$ cat config.mk
export PLATFORM = sky130hd
export DESIGN_NAME = grid_mem_arbiter_flat
export DESIGN_NICKNAME = d
export VERILOG_FILES = /design/src/rtl/grid_pkg.sv /design/src/rtl/grid_mem_arbiter_if.sv /design/src/rtl/grid_mem_arbiter.sv /design/src/flat_wrapper.sv
export SDC_FILE = /design/constraint.sdc
export NUM_CORES = 1
export LEC_CHECK = 0
export ABC_AREA = 0
export ABC_CLOCK_PERIOD_IN_PS = 1460
export BUFFER_PORTS_ARGS = -buffer_cell sky130_fd_sc_hd__buf_2
export CELL_PAD_IN_SITES_DETAIL_PLACEMENT = 0
export CELL_PAD_IN_SITES_GLOBAL_PLACEMENT = 2
export CORE_AREA = 2 2 79 81
export DETAILED_ROUTE_END_ITERATION = 10
export DIE_AREA = 0 0 81 83
export PLACE_DENSITY_LB_ADDON = 0.1
export RECOVER_POWER = 100
export SYNTH_ARGS = -nofsm -noshare
export SYNTH_HDL_FRONTEND = slang
export SYNTH_SLANG_ARGS = --single-unit
$ cat constraint.sdc
create_clock -name clk -period 1.46 [get_ports clk]
set_input_delay 0.146 -clock clk [delete_from_list [all_inputs] [get_ports clk]]
set_output_delay 0.146 -clock clk [all_outputs]
set_load 0.1 [all_outputs]
$ cat src/rtl/grid_pkg.sv
// Shared grid definitions: cell status encodings, address width and the
// read-response owner tags used by the grid memory arbiter.
package grid_pkg;

  localparam int GRID_ADDR_W = 8;

  localparam logic [1:0] GRID_STATUS_EMPTY  = 2'b00;
  localparam logic [1:0] GRID_STATUS_MYSHIP = 2'b01;
  localparam logic [1:0] GRID_STATUS_MISS   = 2'b10;
  localparam logic [1:0] GRID_STATUS_HIT    = 2'b11;

  localparam logic [GRID_ADDR_W-1:0] GRID_NONE = 8'hff;

  typedef enum logic [1:0] {
    TAG_NONE = 2'd0,
    TAG_FSM  = 2'd1,
    TAG_DISP = 2'd2
  } owner_tag_t;

  typedef enum logic {
    ST_ARB   = 1'b0,
    ST_CLEAR = 1'b1
  } arb_state_t;

endpackage

$ cat src/rtl/grid_mem_arbiter_if.sv
// Bundle of the clear, FSM, display and RAM-side signals around one grid
// memory arbiter; slave is the arbiter's view, master the surrounding logic.
interface grid_mem_arbiter_if #(
  parameter int ADDR_W = 8,
  parameter int DATA_W = 2
);
  logic              clear_req;
  logic              clear_busy;
  logic              clear_done;

  logic              fsm_req;
  logic              fsm_w_nr;
  logic [ADDR_W-1:0] fsm_addr;
  logic [DATA_W-1:0] fsm_wdata;
  logic              fsm_gnt;
  logic              fsm_rvalid;
  logic [DATA_W-1:0] fsm_rdata;

  logic              disp_req;
  logic [ADDR_W-1:0] disp_addr;
  logic              disp_gnt;
  logic              disp_rvalid;
  logic [DATA_W-1:0] disp_rdata;

  logic [ADDR_W-1:0] ram_addr;
  logic              ram_we;
  logic [DATA_W-1:0] ram_wdata;
  logic [DATA_W-1:0] ram_rdata;

  modport slave (
    input  clear_req, fsm_req, fsm_w_nr, fsm_addr, fsm_wdata,
           disp_req, disp_addr, ram_rdata,
    output clear_busy, clear_done, fsm_gnt, fsm_rvalid, fsm_rdata,
           disp_gnt, disp_rvalid, disp_rdata, ram_addr, ram_we, ram_wdata
  );

  modport master (
    output clear_req, fsm_req, fsm_w_nr, fsm_addr, fsm_wdata,
           disp_req, disp_addr, ram_rdata,
    input  clear_busy, clear_done, fsm_gnt, fsm_rvalid, fsm_rdata,
           disp_gnt, disp_rvalid, disp_rdata, ram_addr, ram_we, ram_wdata
  );
endinterface

$ cat src/rtl/grid_mem_arbiter.sv
// Single-port grid RAM arbiter: FSM has priority with a bounded burst before
// the display gets a slot; also sequences a full-grid wipe to EMPTY.
//
// state    | meaning
// ST_ARB   | grant FSM/display accesses, one per cycle
// ST_CLEAR | write EMPTY to every address, then pulse clear_done
module grid_mem_arbiter
  import grid_pkg::*;
#(
  parameter int ADDR_W    = GRID_ADDR_W,
  parameter int DATA_W    = 2,
  parameter int FSM_BURST = 4
) (
  input  logic               clk,
  input  logic               rst,
  grid_mem_arbiter_if.slave  bus
);

  localparam int                 BURST_W   = $clog2(FSM_BURST + 1);
  localparam logic [BURST_W-1:0] BURST_MAX = BURST_W'(FSM_BURST);
  localparam logic [ADDR_W:0]    CLR_END   = {1'b1, {ADDR_W{1'b0}}};

  arb_state_t        state_q, state_d;
  logic [BURST_W-1:0] burst_q, burst_d;
  logic [ADDR_W:0]   clr_cnt_q, clr_cnt_d;
  logic [ADDR_W-1:0] ram_addr_q, ram_addr_d;
  logic              ram_we_q, ram_we_d;
  logic [DATA_W-1:0] ram_wdata_q, ram_wdata_d;
  owner_tag_t        tag1_q, tag1_d, tag2_q;
  logic              fsm_rvalid_q, fsm_rvalid_d;
  logic [DATA_W-1:0] fsm_rdata_q, fsm_rdata_d;
  logic              disp_rvalid_q, disp_rvalid_d;
  logic [DATA_W-1:0] disp_rdata_q, disp_rdata_d;
  logic              fsm_gnt, disp_gnt, clear_busy, clear_done;

  always_comb begin
    state_d     = state_q;
    burst_d     = burst_q;
    clr_cnt_d   = clr_cnt_q;
    ram_addr_d  = ram_addr_q;
    ram_we_d    = 1'b0;
    ram_wdata_d = ram_wdata_q;
    tag1_d      = TAG_NONE;
    fsm_gnt     = 1'b0;
    disp_gnt    = 1'b0;
    clear_busy  = 1'b0;
    clear_done  = 1'b0;

    case (state_q)
      ST_ARB: begin
        if (bus.clear_req) begin
          state_d   = ST_CLEAR;
          clr_cnt_d = '0;
        end else if (bus.fsm_req && bus.disp_req && burst_q == BURST_MAX) begin
          disp_gnt = 1'b1;
          burst_d  = '0;
        end else if (bus.fsm_req) begin
          fsm_gnt = 1'b1;
          if (!bus.disp_req)
            burst_d = '0;
          else if (burst_q != BURST_MAX)
            burst_d = burst_q + BURST_W'(1);
        end else if (bus.disp_req) begin
          disp_gnt = 1'b1;
          burst_d  = '0;
        end

        if (fsm_gnt) begin
          ram_addr_d  = bus.fsm_addr;
          ram_we_d    = bus.fsm_w_nr;
          ram_wdata_d = bus.fsm_wdata;
          tag1_d      = bus.fsm_w_nr ? TAG_NONE : TAG_FSM;
        end else if (disp_gnt) begin
          ram_addr_d = bus.disp_addr;
          tag1_d     = TAG_DISP;
        end
      end

      ST_CLEAR: begin
        // Counter runs one past the last address so the done cycle is distinct
        if (clr_cnt_q == CLR_END) begin
          clear_done = 1'b1;
          state_d    = ST_ARB;
          clr_cnt_d  = '0;
        end else begin
          clear_busy  = 1'b1;
          ram_addr_d  = clr_cnt_q[ADDR_W-1:0];
          ram_we_d    = 1'b1;
          ram_wdata_d = DATA_W'(GRID_STATUS_EMPTY);
          clr_cnt_d   = clr_cnt_q + (ADDR_W+1)'(1);
        end
      end

      default: state_d = ST_ARB;
    endcase
  end

  always_comb begin
    fsm_rvalid_d  = (tag2_q == TAG_FSM);
    disp_rvalid_d = (tag2_q == TAG_DISP);
    fsm_rdata_d   = (tag2_q == TAG_FSM)  ? bus.ram_rdata : fsm_rdata_q;
    disp_rdata_d  = (tag2_q == TAG_DISP) ? bus.ram_rdata : disp_rdata_q;
  end

  always_ff @(posedge clk or posedge rst) begin
    if (rst) begin
      state_q       <= ST_ARB;
      burst_q       <= '0;
      clr_cnt_q     <= '0;
      ram_addr_q    <= '0;
      ram_we_q      <= 1'b0;
      ram_wdata_q   <= '0;
      tag1_q        <= TAG_NONE;
      tag2_q        <= TAG_NONE;
      fsm_rvalid_q  <= 1'b0;
      fsm_rdata_q   <= '0;
      disp_rvalid_q <= 1'b0;
      disp_rdata_q  <= '0;
    end else begin
      state_q       <= state_d;
      burst_q       <= burst_d;
      clr_cnt_q     <= clr_cnt_d;
      ram_addr_q    <= ram_addr_d;
      ram_we_q      <= ram_we_d;
      ram_wdata_q   <= ram_wdata_d;
      tag1_q        <= tag1_d;
      tag2_q        <= tag1_q;
      fsm_rvalid_q  <= fsm_rvalid_d;
      fsm_rdata_q   <= fsm_rdata_d;
      disp_rvalid_q <= disp_rvalid_d;
      disp_rdata_q  <= disp_rdata_d;
    end
  end

  assign bus.clear_busy  = clear_busy;
  assign bus.clear_done  = clear_done;
  assign bus.fsm_gnt     = fsm_gnt;
  assign bus.fsm_rvalid  = fsm_rvalid_q;
  assign bus.fsm_rdata   = fsm_rdata_q;
  assign bus.disp_gnt    = disp_gnt;
  assign bus.disp_rvalid = disp_rvalid_q;
  assign bus.disp_rdata  = disp_rdata_q;
  assign bus.ram_addr    = ram_addr_q;
  assign bus.ram_we      = ram_we_q;
  assign bus.ram_wdata   = ram_wdata_q;

endmodule

$ cat src/flat_wrapper.sv
// flat-port wrapper written by rule: the top's interface ports become plain ports
module grid_mem_arbiter_flat import grid_pkg::*;
#(
  parameter int ADDR_W    = GRID_ADDR_W,
  parameter int DATA_W    = 2,
  parameter int FSM_BURST = 4
)
  (clk, rst, bus_clear_req, bus_fsm_req, bus_fsm_w_nr, bus_fsm_addr, bus_fsm_wdata, bus_disp_req, bus_disp_addr, bus_ram_rdata, bus_clear_busy, bus_clear_done, bus_fsm_gnt, bus_fsm_rvalid, bus_fsm_rdata, bus_disp_gnt, bus_disp_rvalid, bus_disp_rdata, bus_ram_addr, bus_ram_we, bus_ram_wdata);
  grid_mem_arbiter_if #(.ADDR_W(ADDR_W), .DATA_W(DATA_W)) bus_i ();
  input  logic clk;
  input  logic rst;
  input wire logic [$bits(bus_i.clear_req)-1:0] bus_clear_req;
  input wire logic [$bits(bus_i.fsm_req)-1:0] bus_fsm_req;
  input wire logic [$bits(bus_i.fsm_w_nr)-1:0] bus_fsm_w_nr;
  input wire logic [$bits(bus_i.fsm_addr)-1:0] bus_fsm_addr;
  input wire logic [$bits(bus_i.fsm_wdata)-1:0] bus_fsm_wdata;
  input wire logic [$bits(bus_i.disp_req)-1:0] bus_disp_req;
  input wire logic [$bits(bus_i.disp_addr)-1:0] bus_disp_addr;
  input wire logic [$bits(bus_i.ram_rdata)-1:0] bus_ram_rdata;
  output wire logic [$bits(bus_i.clear_busy)-1:0] bus_clear_busy;
  output wire logic [$bits(bus_i.clear_done)-1:0] bus_clear_done;
  output wire logic [$bits(bus_i.fsm_gnt)-1:0] bus_fsm_gnt;
  output wire logic [$bits(bus_i.fsm_rvalid)-1:0] bus_fsm_rvalid;
  output wire logic [$bits(bus_i.fsm_rdata)-1:0] bus_fsm_rdata;
  output wire logic [$bits(bus_i.disp_gnt)-1:0] bus_disp_gnt;
  output wire logic [$bits(bus_i.disp_rvalid)-1:0] bus_disp_rvalid;
  output wire logic [$bits(bus_i.disp_rdata)-1:0] bus_disp_rdata;
  output wire logic [$bits(bus_i.ram_addr)-1:0] bus_ram_addr;
  output wire logic [$bits(bus_i.ram_we)-1:0] bus_ram_we;
  output wire logic [$bits(bus_i.ram_wdata)-1:0] bus_ram_wdata;
  assign bus_i.clear_req = bus_clear_req;
  assign bus_i.fsm_req = bus_fsm_req;
  assign bus_i.fsm_w_nr = bus_fsm_w_nr;
  assign bus_i.fsm_addr = bus_fsm_addr;
  assign bus_i.fsm_wdata = bus_fsm_wdata;
  assign bus_i.disp_req = bus_disp_req;
  assign bus_i.disp_addr = bus_disp_addr;
  assign bus_i.ram_rdata = bus_ram_rdata;
  assign bus_clear_busy = bus_i.clear_busy;
  assign bus_clear_done = bus_i.clear_done;
  assign bus_fsm_gnt = bus_i.fsm_gnt;
  assign bus_fsm_rvalid = bus_i.fsm_rvalid;
  assign bus_fsm_rdata = bus_i.fsm_rdata;
  assign bus_disp_gnt = bus_i.disp_gnt;
  assign bus_disp_rvalid = bus_i.disp_rvalid;
  assign bus_disp_rdata = bus_i.disp_rdata;
  assign bus_ram_addr = bus_i.ram_addr;
  assign bus_ram_we = bus_i.ram_we;
  assign bus_ram_wdata = bus_i.ram_wdata;
  grid_mem_arbiter #(.ADDR_W(ADDR_W), .DATA_W(DATA_W), .FSM_BURST(FSM_BURST)) u_core (.clk(clk), .rst(rst), .bus(bus_i));
endmodule
==> results of run 1 <==
-- placed cells by master, fill, tap and decap left out, types with 5 or more instances in the layout --
master and n:
a22oi_1 5, buf_12 6, buf_2 29, buf_4 38, clkbuf_2 14, clkbuf_8 5, dfrtp_1 33, nand2_1 19
nand3_1 15, o21ai_0 8
-- kinds of logic (layout without fill, tap and decap cells) --
logic type	Yosys count	after routing	synth area share (%)
and+or+nand+nor	61	61	20.9
adders and majority gates	4	4	3.15
buffers and inverters	13	110	3.39
AOI/OAI and AO/OA	32	32	14.3
muxes	6	6	4.10
xor gates and xnor gates	1	1	0.552
DFF	34	34	53.6
-- stage by stage --
step	area (um2)	power, W	utilization [%]	instances
floorplan	1700	0.00328	-	151
global placement	2290	0.00401	39.4	297
detailed placement	2290	0.00404	39.4	297
CTS	2540	0.00520	43.6	316
global route	2640	0.00557	45.5	323
finish	2640	0.00527	45.5	323
-- routing by layer --
layer | part of all wire, % | global-route usage [%]
met1 | 45 | 20.2
met2 | 49 | 23.1
met3 | 5.1 | 3.91
met4 | 0.46 | 4.62
met5 | 0 | 0
-- power by group --
part / total, W / leakage, nW / internal (W) / switching (W)
combinational: 0.00276 / 0.775 / 0.000938 / 0.00183
clock: 0.00104 / 0.0683 / 0.000684 / 0.000357
sequential: 0.00146 / 0.428 / 0.00124 / 0.000221
-- repair_timing --
item,CTS,global route
hold buffers,1,0
pin swaps,7,4
endpoints found under the hold margin,34,0
buffers inserted,11,7
gates resized for setup,9,10
setup endpoints to repair,22,25
gates cloned,0,1
-- worst min-delay path by stage --
stage / start / endpoint / slack [ns] / cells after the start
after floorplan: bus_fsm_w_nr / u_core.tag1_q[0]$_DFF_PP0_ / 0.22 / 1
after global placement: rst / u_core.bus.ram_addr[3]$_DFFE_PP0P_ / 0.27 / 3
after detailed placement: rst / u_core.bus.ram_addr[7]$_DFFE_PP0P_ / 0.28 / 3
after CTS: bus_fsm_w_nr / u_core.tag1_q[0]$_DFF_PP0_ / 0.03 / 2
after global routing: bus_fsm_w_nr / u_core.tag1_q[0]$_DFF_PP0_ / 0.03 / 2
final: bus_fsm_w_nr / u_core.tag1_q[0]$_DFF_PP0_ / 0.04 / 2
-- Yosys cell counts (all sizes together) (3+ instances only) --
cell type / n / area [um2]
clkbuf: 3 / 11.3
nand2: 21 / 78.8
nand3: 16 / 80.1
dfrtp: 34 / 851
o21ai: 9 / 45.0
inv: 8 / 32.5
a31oi: 3 / 18.8
ha: 4 / 50.1
and3: 4 / 25.0
mux2: 4 / 45.0
nor2b: 3 / 18.8
a22oi: 5 / 37.5
nor2: 4 / 15.0
-- registers in the layout, summed over array words and instances (netlist names) --
name                    cells
u_core.clr_cnt_q            9
u_core.bus.ram_addr         8
u_core.burst_q              3
u_core.bus.disp_rdata       2
u_core.bus.fsm_rdata        2
u_core.bus.ram_wdata        2
u_core.tag1_q               2
u_core.tag2_q               2
u_core.bus.disp_rvalid      1
u_core.bus.fsm_rvalid       1
u_core.bus.ram_we           1
u_core.state_q              1
-- layout make-up --
class,instances,area (um2),area share (%)
clock buffer,5,68.8,2.60
clock inverter,3,68.8,2.60
inverter,8,37.5,1.42
multi-input combinational,104,807,30.5
sequential,34,852,32.2
tap,75,93.8,3.55
timing repair buffer,94,716,27.1
==> qor.csv, run 1 <==
stage,metric,value,unit
run_status,outcome,finished with violations,
run_status,violations in the final reports,negative setup slack,
sta,ratio of final minimum period to clock period,117,%
critical_path,crit-path leading delay family,flip-flops,
synth,post-synthesis sequential area ratio,53.6,%
route,DR vias,1510,
synth,Synth Flop Type,dfrtp_1,
floorplanning,Starting Density,27.3,%
global_route,largest net degree at the start of global routing,35,
hold_path,Worst Hold Class,input pin to register,
clocking,CTS Root Cell,clkbuf_8,
floorplanning,Die ar.,6720,um2
synth,Ys Warns,0,
synth,cells after synthesis,151,
sta,Final WS setup,-0.252,ns
critical_path,reg2reg end,u_core.bus.ram_addr[6]$_DFFE_PP0P_,
critical_path,critical-path cell list,"inv_2, ha_4, nor4bb_4, a21bo_2, inv_8, buf_12",
route,DRC Markers,0,
critical_path,R2R setup slack,-0.20,ns
synth,Post-synth EDFFs,0,
global_route,total global-route track usage,14.9,%
pwr,pwr dens,1990,nW/um2
route,drt first-iter violations,80,
synth,synth unique cells,39,
global_route,vias in the first global route,1526,
sta,Max Freq,584,MHz
finish,fillcell total,584,
critical_path,crit path to,bus_clear_busy,
sta,final hold violations,0,
placed_design,pre-CTS WS,-0.146,ns
route,drt wl/cell,14.7,um
route,Vias/cell,4.67,
critical_path,worst path bufs/invs,3,
critical_path,slowest cell on the critical path,dfrtp_1,
placed_design,global placement routability congestion,0.805,
pwr,peak supply drop,1.17,mV
synth,Synth Cell Area,1590,um2
clocking,CTS tree,built,
route,ANT nets after route,0,
flow_run,max-cap violation count,0,
finish,fin nets,277,
critical_path,reg2reg path depth,8,
floorplanning,io pins,47,
sta,final hold slack,0.0394,ns
route,Pre-antenna DRT Iters,4,
critical_path,Crit. End Element,output pin,
critical_path,reg2reg start,u_core.clr_cnt_q[1]$_DFFE_PP0N_,
clocking,worst-skew pair later-pin latency,0.28,ns
critical_path,Worst Setup SP,u_core.clr_cnt_q[1]$_DFFE_PP0N_,
floorplanning,die height,83,um
finish,"Area growth, synth to finish",66.5,%
sta,Slew HR,42.7,%
clocking,clock tree buffer depth,2,
clocking,# clock sinks,34,
clocking,CTS buffer count,5,
floorplanning,row count,28,
sta,Tmin final,1.71,ns
global_route,antenna violations before repair,0,
placed_design,DP Wirelength,3.35,mm
placed_design,IO Port Bufs,46,
critical_path,worst-path fanout max,3,
clocking,H-tree Lvls,2,
global_route,remaining global-route overflow,0,
sta,Worst-Margin Slew,0.860,ns
pwr,Leakage,1.27,nW
synth,"flops & latches, synth",34,
global_route,global-route wire length before repair,7.63,mm
sta,unrepaired setup endpoints after global routing,yes,
critical_path,Worst Setup Start Kind,register,
sta,Setup Viol. Count Final,23,
critical_path,crit-path max cell delay,0.39,ns
sta,total negative slack,-3.32,ns
floorplanning,core area,5820,um2
critical_path,WP data arrival,1.57,ns
sta,max-slew violation count,0,
synth,Post-Syn Nets,181,
critical_path,Crit. path cell count,6,
route,Routed WL,4.75,mm
finish,layout cell share with drive strength beyond 1,54.0,%
clocking,Clock transition at path regs,0.07,ns
synth,Mean Syn Cell Area,10.5,um2
floorplanning,Die X,81,um
sta,skew final,0.00521,ns
finish,antenna diode count,0,
critical_path,Worst Path Required,1.31,ns
critical_path,Setup Crit Path Kind,register to output pin,
synth,post-synthesis async set-or-reset flop share,100,%
(Power assumes the default switching activity.)
==> run 2: changes to the inputs <==
--- a/config.mk
+++ b/config.mk
@@ -15,6 +15,8 @@
 export DIE_AREA = 0 0 81 83
 export PLACE_DENSITY_LB_ADDON = 0.1
 export RECOVER_POWER = 100
+export SKIP_CTS_REPAIR_TIMING = 1
+export SLEW_MARGIN = 20
 export SYNTH_ARGS = -nofsm -noshare
 export SYNTH_HDL_FRONTEND = slang
 export SYNTH_SLANG_ARGS = --single-unit
==> run 2 against run 1 <==
Against the previous run: non-clock buffer count shrank 2; combinational power is essentially flat; cell count down 0.62%; highest routed layer unchanged; register-to-register slack barely moved; clock-buffer cell count is the same; global-route usage decreased by 0.76 points; fmax shrank 0.72%; clock skew decreased by 0.0011 ns; sequential power is essentially flat; worst setup slack worse by 0.012 ns; critical endpoint is now bus_disp_gnt; the run still ends with negative setup slack left; design area decreased by 0.47%.
==> qor.csv, run 2 (same netlist as run 1, synthesis figures left out) <==
stage,metric,value,unit,change
critical_path,Worst Path Required,1.31,ns,about the same
sta,Tmin final,1.72,ns,was 1.71 ns
floorplanning,row count,28,,unchanged
clocking,Clock transition at path regs,0.07,ns,about the same
finish,layout cell share with drive strength beyond 1,54.9,%,was 54.0%
route,Vias/cell,4.70,,was 4.67
sta,ratio of final minimum period to clock period,118,%,was 117%
floorplanning,Starting Density,27.3,%,unchanged
route,drt wl/cell,14.5,um,was 14.7 um
critical_path,Worst Setup Start Kind,register,,unchanged
finish,"most common cell after layout, fill and taps aside",buf_4,,unchanged
pwr,Leakage,1.26,nW,was 1.27 nW
sta,Slew HR,43.1,%,was 42.7%
critical_path,WP data arrival,1.58,ns,was 1.57 ns
critical_path,worst-path fanout max,5,,was 3
sta,final hold violations,0,,unchanged
global_route,antenna violations before repair,0,,unchanged
pwr,total power,0.00530,W,was 0.00527 W
route,DRC Markers,0,,unchanged
placed_design,global placement routability congestion,0.805,,unchanged
sta,Worst-Margin Slew,0.854,ns,was 0.860 ns
finish,fin nets,275,,was 277
global_route,remaining global-route overflow,0,,unchanged
clocking,H-tree Lvls,2,,unchanged
sta,unrepaired setup endpoints after global routing,yes,,unchanged
critical_path,Crit. End Element,output pin,,unchanged
finish,"leading cell types in the layout, fill and taps excluded","buf_4 (37), dfrtp_1 (33), buf_2 (25), nand2_1 (18), clkbuf_2 (18)",,"was buf_4 (38), dfrtp_1 (33), buf_2 (29), nand2_1 (19), nand3_1 (15)"
sta,max-slew violation count,0,,unchanged
finish,max reg flops,9,,unchanged
clocking,CTS Root Cell,clkbuf_8,,unchanged
critical_path,Setup Crit Path Kind,register to output pin,,unchanged
finish,Top reg by flops,u_core.clr_cnt_q,,unchanged
pwr,pwr dens,2010,nW/um2,was 1990 nW/um2
run_status,violations in the final reports,negative setup slack,,unchanged
sta,skew final,0.00406,ns,was 0.00521 ns
hold_path,Worst Hold Class,input pin to register,,unchanged
floorplanning,core area,5820,um2,unchanged
global_route,vias in the first global route,1493,,was 1526
clocking,CTS tree,built,,unchanged
clocking,clock tree buffer depth,2,,unchanged
finish,antenna diode count,0,,unchanged
run_status,outcome,finished with violations,,unchanged
floorplanning,io pins,47,,unchanged
clocking,CTS buffer count,5,,unchanged
placed_design,pre-CTS WS,-0.146,ns,unchanged
floorplanning,die height,83,um,unchanged
floorplanning,Die X,81,um,unchanged
floorplanning,Die ar.,6720,um2,unchanged
sta,Max Freq,580,MHz,was 584 MHz
clocking,worst-skew pair later-pin latency,0.28,ns,about the same
pwr,peak supply drop,1.16,mV,was 1.17 mV
finish,"Area growth, synth to finish",65.7,%,was 66.5%
sta,Setup Viol. Count Final,21,,was 23
global_route,largest net degree at the start of global routing,35,,unchanged
route,ANT nets after route,0,,unchanged
route,Routed WL,4.67,mm,was 4.75 mm
route,Pre-antenna DRT Iters,4,,unchanged
clocking,# clock sinks,34,,unchanged
global_route,total global-route track usage,14.1,%,was 14.9%
placed_design,IO Port Bufs,46,,unchanged
sta,Final WS setup,-0.264,ns,was -0.252 ns
global_route,global-route wire length before repair,7.26,mm,was 7.63 mm
placed_design,DP Wirelength,3.35,mm,unchanged
sta,total negative slack,-2.74,ns,was -3.32 ns
route,DR vias,1508,,was 1510
flow_run,max-cap violation count,0,,unchanged
route,drt first-iter violations,43,,was 80
-- run 2: worst paths after layout --
| path | startpoint | endpoint | slack, ns | depth (start not counted) |
|---|---|---|---|---|
| hold / removal | bus_fsm_w_nr | u_core.tag1_q[0]$_DFF_PP0_ | 0.04 | 2 |
| setup / recovery | u_core.burst_q[0]$_DFFE_PP0P_ | bus_disp_gnt | -0.26 | 6 |
| hold reg to reg | u_core.tag1_q[1]$_DFF_PP0_ | u_core.tag2_q[1]$_DFF_PP0_ | 0.35 | 0 |
| setup reg to reg | u_core.clr_cnt_q[1]$_DFFE_PP0N_ | u_core.clr_cnt_q[6]$_DFFE_PP0N_ | -0.21 | 8 |
| min in group asynchronous | rst | u_core.bus.ram_addr[3]$_DFFE_PP0P_ | 0.65 | 4 |
| max in group asynchronous | rst | u_core.state_q$_DFF_PP0_ | 0.22 | 4 |
-- run 2: cell type report --
| cell class | count | area, um2 |
|---|---|---|
| fill | 590 | 3180 |
| sequential | 34 | 852 |
| multi-input combinational | 104 | 831 |
| timing repair buffer | 92 | 679 |
| tap | 75 | 93.8 |
| clock buffer | 5 | 68.8 |
| clock inverter | 3 | 68.8 |
| inverter | 8 | 37.5 |
-- run 2: through the flow --
stage | utilization, % | instances | hold slack (ns) | cell area (um2)
floorplan | - | 151 | 0.217 | 1700
global route | 45.2 | 321 | 0.0282 | 2630
CTS | 41.8 | 305 | -0.0313 | 2430
global placement | 39.4 | 297 | 0.268 | 2290
finish | 45.2 | 321 | 0.0401 | 2630
detailed placement | 39.4 | 297 | 0.276 | 2290
-- run 2: power by group --
part           switching, W  leakage (nW)  internal, W
clock              0.000359        0.0683     0.000684
combinational       0.00184         0.760     0.000952
sequential         0.000227         0.428      0.00124
-- run 2: routing by layer --
metal | part of all wire (%) | global-route usage (%)
met1 | 43 | 19.1
met3 | 5.8 | 3.91
met2 | 50 | 21.6
met5 | 0 | 0
met4 | 0.47 | 5.08
-- run 2: critical path, stage by stage, from the launching register on --
cell and delay (ns):
dfrtp_1 0.40, inv_2 0.07, ha_4 0.15, nand2_4 0.06, a211oi_4 0.28, buf_12 0.15
buf_12 0.16
==> run 3: changes to the inputs <==
--- a/config.mk
+++ b/config.mk
@@ -5,14 +5,14 @@
 export SDC_FILE = /design/constraint.sdc
 export NUM_CORES = 1
 export LEC_CHECK = 0
-export ABC_AREA = 0
+export ABC_AREA = 1
 export ABC_CLOCK_PERIOD_IN_PS = 1460
 export BUFFER_PORTS_ARGS = -buffer_cell sky130_fd_sc_hd__buf_2
 export CELL_PAD_IN_SITES_DETAIL_PLACEMENT = 0
 export CELL_PAD_IN_SITES_GLOBAL_PLACEMENT = 2
-export CORE_AREA = 2 2 79 81
+export CORE_AREA = 2 2 85 87
 export DETAILED_ROUTE_END_ITERATION = 10
-export DIE_AREA = 0 0 81 83
+export DIE_AREA = 0 0 87 89
 export PLACE_DENSITY_LB_ADDON = 0.1
 export RECOVER_POWER = 100
 export SKIP_CTS_REPAIR_TIMING = 1
==> run 3 against run 2 <==
Against the previous run: the flow still finishes with violations (negative setup slack); largest cell class is now multi-input combinational cells; design area grew 0.90%; wire length grew 11%; sequential cell count is the same; critical path depth grew 2; cell count grew 17%; combinational power is essentially flat; core utilization shrank 5.7 points.
==> qor.csv, run 3 <==
stage,metric,value,unit,change
sta,Max Freq,597,MHz,was 580 MHz
pwr,sequential power share,26.6,%,was 27.7%
hold_path,critical hold path startpoint,bus_fsm_w_nr,,unchanged
critical_path,worst-path fanout max,3,,was 5
pwr,total power,0.00530,W,about the same
finish,design area,2660,um2,was 2630 um2
route,Pre-antenna DRT Iters,4,,unchanged
finish,layout cell share with drive strength beyond 1,41.6,%,was 54.9%
critical_path,Worst Setup SP,u_core.clr_cnt_q[1]$_DFFE_PP0N_,,was u_core.burst_q[0]$_DFFE_PP0P_
route,Routed WL,5.16,mm,was 4.67 mm
finish,Top reg by flops,u_core.clr_cnt_q,,unchanged
sta,Setup Viol. Count Final,4,,was 21
global_route,vias in the first global route,1642,,was 1493
synth,Synth Flop Type,dfrtp_1,,unchanged
sta,final hold violations,0,,unchanged
run_status,outcome,finished with violations,,unchanged
synth,Post-Syn Nets,244,,was 181
clocking,CTS buffer count,5,,unchanged
clocking,CTS Root Cell,clkbuf_8,,unchanged
synth,synth unique cells,22,,was 39
synth,cells after synthesis,214,,was 151
critical_path,Crit. End Element,output pin,,unchanged
sta,final hold slack,0.00827,ns,was 0.0401 ns
synth,Post-synth EDFFs,0,,unchanged
pwr,Comb pwr share,53.0,%,was 52.6%
hold_path,Worst Hold Class,input pin to register,,unchanged
pwr,Internal Power,0.00274,W,was 0.00288 W
synth,"top cells by area, synth","dfrtp_1 (49%), nand2_1 (12%), nand3_1 (11%), inv_1 (5.2%), nand4_1 (3.6%)",,"was dfrtp_1 (54%), nand3_1 (5.0%), nand2_1 (5.0%), ha_1 (3.2%), o21ai_0 (2.8%)"
pwr,Clk pwr share,20.4,%,was 19.7%
synth,Synth Cell Area,1730,um2,was 1590 um2
finish,register area,851,um2,was 852 um2
clocking,worst-skew pair later-pin latency,0.30,ns,was 0.28 ns
run_status,violations in the final reports,negative setup slack,,unchanged
synth,Synth area leader,dfrtp_1,,unchanged
synth,post-synthesis async set-or-reset flop share,100,%,unchanged
placed_design,placed cell area,2330,um2,was 2290 um2
finish,max reg flops,9,,unchanged
finish,"leading cell types in the layout, fill and taps excluded","nand2_1 (51), dfrtp_1 (34), nand3_1 (26), buf_2 (25), buf_4 (24)",,"was buf_4 (37), dfrtp_1 (33), buf_2 (25), nand2_1 (18), clkbuf_2 (18)"
global_route,remaining global-route overflow,0,,unchanged
route,drt wl/cell,13.7,um,was 14.5 um
flow_run,max-cap violation count,0,,unchanged
floorplanning,die height,89,um,was 83 um
clocking,Clock transition at path regs,0.08,ns,was 0.07 ns
global_route,largest net degree at the start of global routing,35,,unchanged
global_route,antenna violations before repair,0,,unchanged
sta,Slew HR,39.3,%,was 43.1%
floorplanning,Starting Density,25.8,%,was 27.3%
critical_path,Setup Crit Path Kind,register to output pin,,unchanged
pwr,peak supply drop,1.04,mV,was 1.16 mV
route,DR vias,1686,,was 1508
route,ANT nets after route,0,,unchanged
pwr,Leakage,1.37,nW,was 1.26 nW
clocking,clock tree buffer depth,2,,unchanged
route,drt first-iter violations,57,,was 43
finish,area occupied by multi-input gates,913,um2,was 831 um2
route,Vias/cell,4.48,,was 4.70
finish,"most common cell after layout, fill and taps aside",nand2_1,,was buf_4
pwr,sw power,0.00256,W,was 0.00242 W
pwr,pwr dens,2000,nW/um2,was 2010 nW/um2
synth,Synth top area share,49.1,%,was 53.6%
synth,post-synthesis sequential area ratio,49.1,%,was 53.6%
hold_path,Worst Hold Path Cells,2,,unchanged
route,DRC Markers,0,,unchanged
finish,antenna diode count,0,,unchanged
placed_design,IO Port Bufs,46,,unchanged
floorplanning,Die X,87,um,was 81 um
critical_path,Worst Setup Start Kind,register,,unchanged
sta,skew final,0.00817,ns,was 0.00406 ns
pwr,Net Sw Frac,48.3,%,was 45.7%
global_route,total global-route track usage,14.5,%,was 14.1%
floorplanning,row count,30,,was 28
placed_design,pre-CTS WS,0.0151,ns,was -0.146 ns
placed_design,DP Wirelength,3.91,mm,was 3.35 mm
critical_path,WP data arrival,1.53,ns,was 1.58 ns
clocking,H-tree Lvls,2,,unchanged
critical_path,reg2reg start,u_core.clr_cnt_q[1]$_DFFE_PP0N_,,unchanged
sta,max-slew violation count,0,,unchanged
placed_design,global placement routability congestion,0.687,,was 0.805
sta,Worst-Margin Slew,0.910,ns,was 0.854 ns
global_route,global-route wire length before repair,8.36,mm,was 7.26 mm
floorplanning,core area,6720,um2,was 5820 um2
floorplanning,Die ar.,7740,um2,was 6720 um2
critical_path,reg2reg path depth,10,,was 8
synth,Post-synth top cells,"nand2_1 (54), nand3_1 (37), dfrtp_1 (34), inv_1 (24), nor2_1 (12)",,"was dfrtp_1 (34), nand2_1 (21), nand3_1 (16), o21ai_0 (9), inv_1 (7)"
critical_path,Worst Path Required,1.31,ns,about the same
synth,Mean Syn Cell Area,8.10,um2,was 10.5 um2
sta,Final WS setup,-0.216,ns,was -0.264 ns
sta,unrepaired setup endpoints after global routing,yes,,unchanged
floorplanning,io pins,47,,unchanged
finish,fin nets,325,,was 275
finish,fillcell total,697,,was 590
synth,Ys Warns,0,,unchanged
clocking,# clock sinks,34,,unchanged
finish,"Area growth, synth to finish",53.2,%,was 65.7%
synth,"flops & latches, synth",34,,unchanged
sta,Tmin final,1.68,ns,was 1.72 ns
synth,top-count cell post-synth,nand2_1,,was dfrtp_1
sta,ratio of final minimum period to clock period,115,%,was 118%
clocking,CTS tree,built,,unchanged
==> run 3: changes by cell type after synthesis, moves of 5 or more <==
cell,delta
nand4_1,+9
a22oi_1,-5
inv_1,+17
nand2_1,+33
nor2_1,+8
nand3_1,+21
==> run 3: cell families after synthesis <==
family / share of synthesized area (%)
AO/OA/AOI/OAI: 4.77
XOR/XNOR: 2.02
adder cells (fa/ha/maj): 2.89
buffers and inverters: 8.01
flip-flops: 49.1
AND/OR/NAND/NOR: 33.2
==> run 3: critical path, stage by stage (launching register included) <==
cell,delay (ns)
dfrtp_1,0.40
inv_2,0.09
ha_4,0.13
nand2_2,0.04
nor2_2,0.09
nand2_2,0.09
nand2_4,0.10
clkinvlp_4,0.12
buf_12,0.18
==> run 3: metrics by stage <==
stage	std cells	util [%]	setup TNS, ns
2_1_floorplan	214	-	-1.18
3_3_place_gp	362	34.7	0
3_5_place_dp	362	34.7	0
4_1_cts	370	36.8	-1.08
5_1_grt	376	39.5	-1.48
6_report	376	39.5	-0.676
==> run 3: final timing paths <==
kind | to | slack, ns
setup / recovery | bus_clear_busy | -0.22
hold / removal | u_core.tag1_q[0]$_DFF_PP0_ | 0.008
setup reg to reg | u_core.bus.ram_addr[2]$_DFFE_PP0P_ | 0.05
hold reg to reg | u_core.tag2_q[1]$_DFF_PP0_ | 0.34
max in group asynchronous | u_core.clr_cnt_q[2]$_DFFE_PP0N_ | 0.23
min in group asynchronous | u_core.clr_cnt_q[6]$_DFFE_PP0N_ | 0.66
==> run 3: final cells by class <==
type                       count  area share (%)
clock buffer                   5            2.59
clock inverter                 3            2.59
inverter                      29            4.52
multi-input combinational    146            34.4
sequential                    34            32.0
tap                           80            3.77
timing repair buffer          79            20.1
==> run 3: per-layer routing <==
metal / part of all wire (%) / up-vias / track usage, %
li1: - / 862 / -
met2: 44 / 42 / 21.4
met1: 50 / 770 / 20.3
met5: 0 / - / 0
met4: 2.5 / 0 / 6.82
met3: 4.2 / 12 / 2.95
==> run 3: power groups by stage <==
stage	Clock, W	Sequential [W]	Combinational, W
finish	0.00108	0.00141	0.00281
CTS	0.00111	0.00140	0.00261
detailed placement	0	0.00141	0.00260
global placement	0	0.00142	0.00262
global route	0.00115	0.00145	0.00304
floorplan	0	0.00252	0.000713
